### src/rtl/mult8_seq.sv
// Sequential 8x8 unsigned shift-add multiplier with a start/done handshake.
// The adder8b and mux8b datapath primitives are defined here so the block is self-contained.

module adder8b (
  input  logic [7:0] a,
  input  logic [7:0] b,
  input  logic       cin,
  output logic [7:0] sum,
  output logic       cout
);
  assign {cout, sum} = {1'b0, a} + {1'b0, b} + {8'b0, cin};
endmodule

module mux8b (
  input  logic       sel,
  input  logic [7:0] d0,
  input  logic [7:0] d1,
  output logic [7:0] y
);
  assign y = sel ? d1 : d0;
endmodule

module mult8_seq (
  input  logic        clk,
  input  logic        rst,
  input  logic        start,
  input  logic [7:0]  a,
  input  logic [7:0]  b,
  output logic        busy,
  output logic        done,
  output logic [15:0] product
);
  typedef enum logic [1:0] {
    IDLE = 2'b00,
    RUN  = 2'b01,
    DONE = 2'b10
  } state_t;

  state_t     state;
  state_t     state_next;
  logic [7:0] m;
  logic [7:0] p;
  logic [7:0] q;
  logic [3:0] cnt;
  logic [7:0] addend;
  logic [7:0] sum;
  logic       carry;
  logic [7:0] q_next;
  logic       load;

  assign load = start && ((state == IDLE) || (state == DONE));

  mux8b u_addend_mux (
    .sel (q[0]),
    .d0  (8'h00),
    .d1  (m),
    .y   (addend)
  );

  adder8b u_adder (
    .a    (p),
    .b    (addend),
    .cin  (1'b0),
    .sum  (sum),
    .cout (carry)
  );

  // Q either takes the new multiplier on a load or shifts in the adder's low sum bit.
  mux8b u_q_mux (
    .sel (load),
    .d0  ({sum[0], q[7:1]}),
    .d1  (b),
    .y   (q_next)
  );

  always_ff @(posedge clk) begin
    if (rst) begin
      state <= IDLE;
    end else begin
      state <= state_next;
    end
  end

  always_comb begin
    state_next = IDLE;
    case (state)
      IDLE:    state_next = start ? RUN : IDLE;
      RUN:     state_next = (cnt == 4'd7) ? DONE : RUN;
      DONE:    state_next = start ? RUN : IDLE;
      default: state_next = IDLE;
    endcase
  end

  // The carry-out lands in P's MSB, so the full 16-bit product never overflows.
  always_ff @(posedge clk) begin
    if (rst) begin
      m   <= 8'h00;
      p   <= 8'h00;
      q   <= 8'h00;
      cnt <= 4'd0;
    end else if (load) begin
      m   <= a;
      p   <= 8'h00;
      q   <= q_next;
      cnt <= 4'd0;
    end else if (state == RUN) begin
      p   <= {carry, sum[7:1]};
      q   <= q_next;
      cnt <= cnt + 4'd1;
    end
  end

  always_comb begin
    busy = 1'b0;
    done = 1'b0;
    case (state)
      RUN:     busy = 1'b1;
      DONE:    done = 1'b1;
      default: ;
    endcase
  end

  assign product = {p, q};

endmodule

### config.mk
export PLATFORM = sky130hd
export DESIGN_NAME = mult8_seq
export DESIGN_NICKNAME = d
export VERILOG_FILES = /design/src/rtl/mult8_seq.sv
export SDC_FILE = /design/constraint.sdc
export NUM_CORES = 1
export LEC_CHECK = 0
export ABC_AREA = 1
export CAP_MARGIN = 10
export CELL_PAD_IN_SITES_DETAIL_PLACEMENT = 0
export CELL_PAD_IN_SITES_GLOBAL_PLACEMENT = 2
export CORE_ASPECT_RATIO = 1.1
export CORE_MARGIN = 3
export CORE_UTILIZATION = 30
export DETAILED_ROUTE_END_ITERATION = 8
export GPL_TIMING_DRIVEN = 0
export PLACE_DENSITY = 0.84
export SYNTH_ARGS = -nofsm -noshare
export SYNTH_HDL_FRONTEND = slang
export SYNTH_SLANG_ARGS = --single-unit
### constraint.sdc
create_clock -name clk -period 4.56 [get_ports clk]
set_clock_uncertainty 0.15 [all_clocks]
set_input_delay 0.684 -clock clk [delete_from_list [all_inputs] [get_ports clk]]
set_output_delay 0.684 -clock clk [all_outputs]
set_load 0.05 [all_outputs]
==> Word level (Yosys, flattened, before mapping) <==
Cells that the tools add are included.
{ "word_totals": {"regBits": 30, "output_inout_bits": 18, "elab_cells": 25} }
{ "classes": {"n_addsub": 2, "n_eq_ne": 3, "muxes": 9, "reduce_logical": 6} }
{ "ops": {"columns": ["op", "count"], "rows": [
  ["$mux W8", 4],
  ["$add A8 B8 Y9", 1],
  ["$add A4 B1 Y4 const B", 1],
  ["$eq A4 B3 Y1 const B", 1],
  ["$pmux W2 S2", 1],
  ["$reduce_or A2 Y1", 2],
  ["$mux W1", 3],
  ["$eq A2 B1 Y1 const B", 1],
  ["$eq A2 B2 Y1 const B", 1],
  ["$logic_not A2 Y1", 1],
  ["$mux W2", 1],
  ["$reduce_bool A2 Y1", 1],
  ["$logic_and A1 B1 Y1", 1],
  ["$logic_or A1 B1 Y1", 1]
]} }

==> Longest topological paths before layout <==
{ "logic_depth": {"depth_word": 6, "mapped_depth": 13, "depth_no_buf": 12} }

==> Hierarchy <==
A second synthesis with hierarchy kept.
{ "unflattened": {"cells_unflattened": 255, "area_unflattened_um2": 1697.9} }
{ "by_module_without_submodules": {"columns": ["module", "instances", "cells_each", "area_per_inst_um2"], "rows": [
  ["mult8_seq", 1, 144, 1103.6],
  ["adder8b", 1, 59, 384.1],
  ["mux8b", 2, 26, 105.1]
]} }

==> Worst setup path before layout <==
OpenSTA, ideal clock, no wires.
{ "synth_path": {"path_kind": "reg-to-reg", "from": "reg p[0]", "to": "reg p[5]", "setup_ns": 0.109, "arrival_time_ns": 1.656, "path_slack_ns": 2.645, "stages_incl_launch_ff": 11, "n_path_buf": 0, "cell_sequence": "dfxtp_1 ha_1 fa_1 nand2_1 nand2_1 nand3b_1 nand2_1 nand2_1 nand3_1 nand2_1 inv_1"} }
{ "synth_between": {"elab_chain_cells": 1} }
{ "synth_rtl": {"columns": ["element", "line_no", "text"], "rows": [
  ["start, declared", "42", "logic [7:0] p;"],
  ["start signal, assigned", "107", "p <= {carry, sum[7:1]};"],
  ["$add A8 B8 Y9", "11", "assign {cout, sum} = {1'b0, a} + {1'b0, b} + {8'b0, cin};"]
]} }
No other way between the ends.
A chain may end at the register's enable or synchronous reset.

==> Worst setup path after layout <==
{ "layout_path": {"from": "reg state[0]", "to": "out busy"} }
{ "layout_between": {"elab_chain_cells": 2} }
{ "layout_rtl": {"columns": ["element", "line_no", "text"], "rows": [
  ["start, declared", "39", "state_t state;"],
  ["start signal, assigned", "80", "state <= state_next;"],
  ["$eq A2 B1 Y1", "116", "case (state)"],
  ["$mux W1", "116", null],
  ["end, declared", "29", "output logic busy,"]
]} }
No other way between the ends.

==> metrics.txt <==
post-CTS sizing 0; die height 83.2 µm; YS warnings 0; slew at the pin with the worst max-slew slack 0.507 ns; Antenna Cells 0; Tcrit/Tclk final 62.7%; CP Class reg -> out; Syn Area/Cell 7.52 µm²; pin count of the biggest net entering global routing 11; Setup Buffers After CTS 0; Final setup viols 0; Required @ worst endpoint 3.73 ns; CTS Hold Bufs 0; Worst-Skew Late Latency 0.28 ns; PortBufs 36; io pins 37; die span in x 76.2 µm; adder-cell share of the synthesized area 8.16%; TritonCTS clock tree done; slew margin rel. 66.1%; Reg2Reg Depth 13; fin nets 288; row cnt 27; first-pass GRT wire length 6660 µm; xor/xnor share of the synthesized area 1.08%; Clock Tree Root clkbuf_8; register clock-pin slew on the reported worst setup and hold paths 0.07 ns; GR Overflow Total 0; Via density 4.37; maximum vdd drop 158 µV; Post-Synthesis Cells 216; initial antenna violation count 0; Worst setup SP type flip-flop; syn_nets 245; TritonCTS Buffers 5; LEAKAGE 0.987 nW; dpl hpwl 2890 µm; Initial Util 31.7%; die area 6340 µm²; Synth Register Bits 30; Routed Antenna Nets 0; register area share after synthesis 37.0%; HP Class reg -> reg; outcome finished clean; Netlist cell types 30; maximum clock frequency 350 MHz; TNS Setup 0 ns; RD Place Congestion 0.736; Final Critical Period 2.86 ns; share of cells above drive strength 1 10.0%; post-synthesis mux area share 0%; Synth Cell Area 1630 µm²; fillers 573; final slew viol count 0; Place WS 1.99 ns; Sink Count 30; MaxCap Viol Count 0; vias in the first global route 1429; main combinational cell family by area after synthesis simple AND/OR/NAND/NOR gates; area added between synthesis and finish 34.5%; first-pass iteration count of the detailed router 4; post-synthesis simple-gate area fraction 28.7%; RSZ-0062 raised after global routing no; drt total wl 3870 µm; via count 1452; final hold vios 0; Crit. End Element primary output; core area 5130 µm²; Total Routing Usage GR 13.1%; crit-path max FO 10; Cell Pwr Density 358 nW/µm²; Final WS setup 1.70 ns; Data arrival, critical path 2.03 ns; wire length per cell 11.7 µm; CTS max path bufs 2; Hold Path Depth 2; Synth Area in Compound Gates 14.5%; DRT iter0 DRCs 45; DRC errors left 0; CTS H-tree lvls 2
## cell usage in the layout (no fill, tap or decap), types with 5 or more instances in the layout
| master | instances |
|---|---|
| dfxtp_1 | 30 |
| inv_1 | 28 |
| o21ai_0 | 16 |
| nand3_1 | 13 |
| nor2_1 | 33 |
| nand2_1 | 40 |
| clkdlybuf4s50_1 | 36 |
| clkbuf_8 | 5 |
| a21oi_1 | 7 |
| ha_1 | 9 |
## per-layer routing
layer  GRT usage (%)  vias to the layer above  wire [µm]
met5               0                        -          0
met4            4.45                        0         25
met3            3.36                        2        150
met2            20.6                       31       1710
met1            17.4                      628       1990
li1                -                      791          -
## per-stage QoR
stage               power, mW  hold WS [ns]  utilization [%]  cell area [µm²]  instances
floorplan               0.449         0.269                -             1630        216
detailed placement      0.519         0.287             40.4             2080        324
global route            0.824         0.335             42.6             2190        332
CTS                     0.793         0.303             42.6             2190        332
finish                  0.782         0.299             42.6             2190        332
global placement        0.520         0.289             40.4             2080        324
## worst max-delay path, cell delays in order, from the launching register on
cell and delay (ns):
dfxtp_1 0.47, nand2_4 0.13, clkinv_2 0.16, buf_6 0.17
clkdlybuf4s50_1 0.81
## flip-flops by register name, indices dropped and copies added, names as in the netlist
register	cells
p	8
m	8
cnt	4
q	8
state	2
## cells in the mapped netlist, drive strengths merged
cell,instances,area (µm²)
a221oi,6,65.1
nand3b,4,30.0
or2,2,12.5
nand2,43,184
a21oi,7,35.0
xnor2,1,8.76
fa,1,20.0
a211oi,2,20.0
buf,6,57.6
nor2,37,159
xor2,1,8.76
o22ai,2,12.5
clkbuf,1,3.75
nand3,13,65.1
dfxtp,30,601
nor3,2,10.0
nor4,1,6.26
inv,28,105
ha,9,113
o211ai,2,15.0
o21ai,16,80.1
o221ai,1,8.76
clkinv,1,5.00
## area by class of cell
cell class / count / area, µm² / area share, %
Multi-Input combinational cell: 150 / 853 / 39.0
Timing Repair Buffer: 36 / 360 / 16.5
Inverter: 29 / 110 / 5.04
Buffer: 7 / 61.3 / 2.80
Tap cell: 72 / 90.1 / 4.12
Sequential cell: 30 / 601 / 27.5
Clock inverter: 2 / 37.5 / 1.72
Clock buffer: 6 / 72.6 / 3.32
## path summary, 6_finish.rpt
| check | startpoint | to | slack, ns |
|---|---|---|---|
| min | m[6] | m[6] | 0.30 |
| min reg2reg | m[6] | m[6] | 0.30 |
| max | state[0] | busy | 1.70 |
| max reg2reg | q[0] | p[5] | 2.46 |
## cell families after synthesis
family | Yosys count
flops | 30
simple gates | 102
xor+xnor | 2
buf+inv | 36
fa+ha+maj | 10
compound gates | 36
## power breakdown
part | leakage (nW) | total (mW) | internal (mW) | switching [mW]
combinational | 0.689 | 0.211 | 0.0811 | 0.130
sequential | 0.247 | 0.300 | 0.284 | 0.0156
clock | 0.0514 | 0.271 | 0.163 | 0.108
No activity file was read; power rests on OpenSTA's default activity.
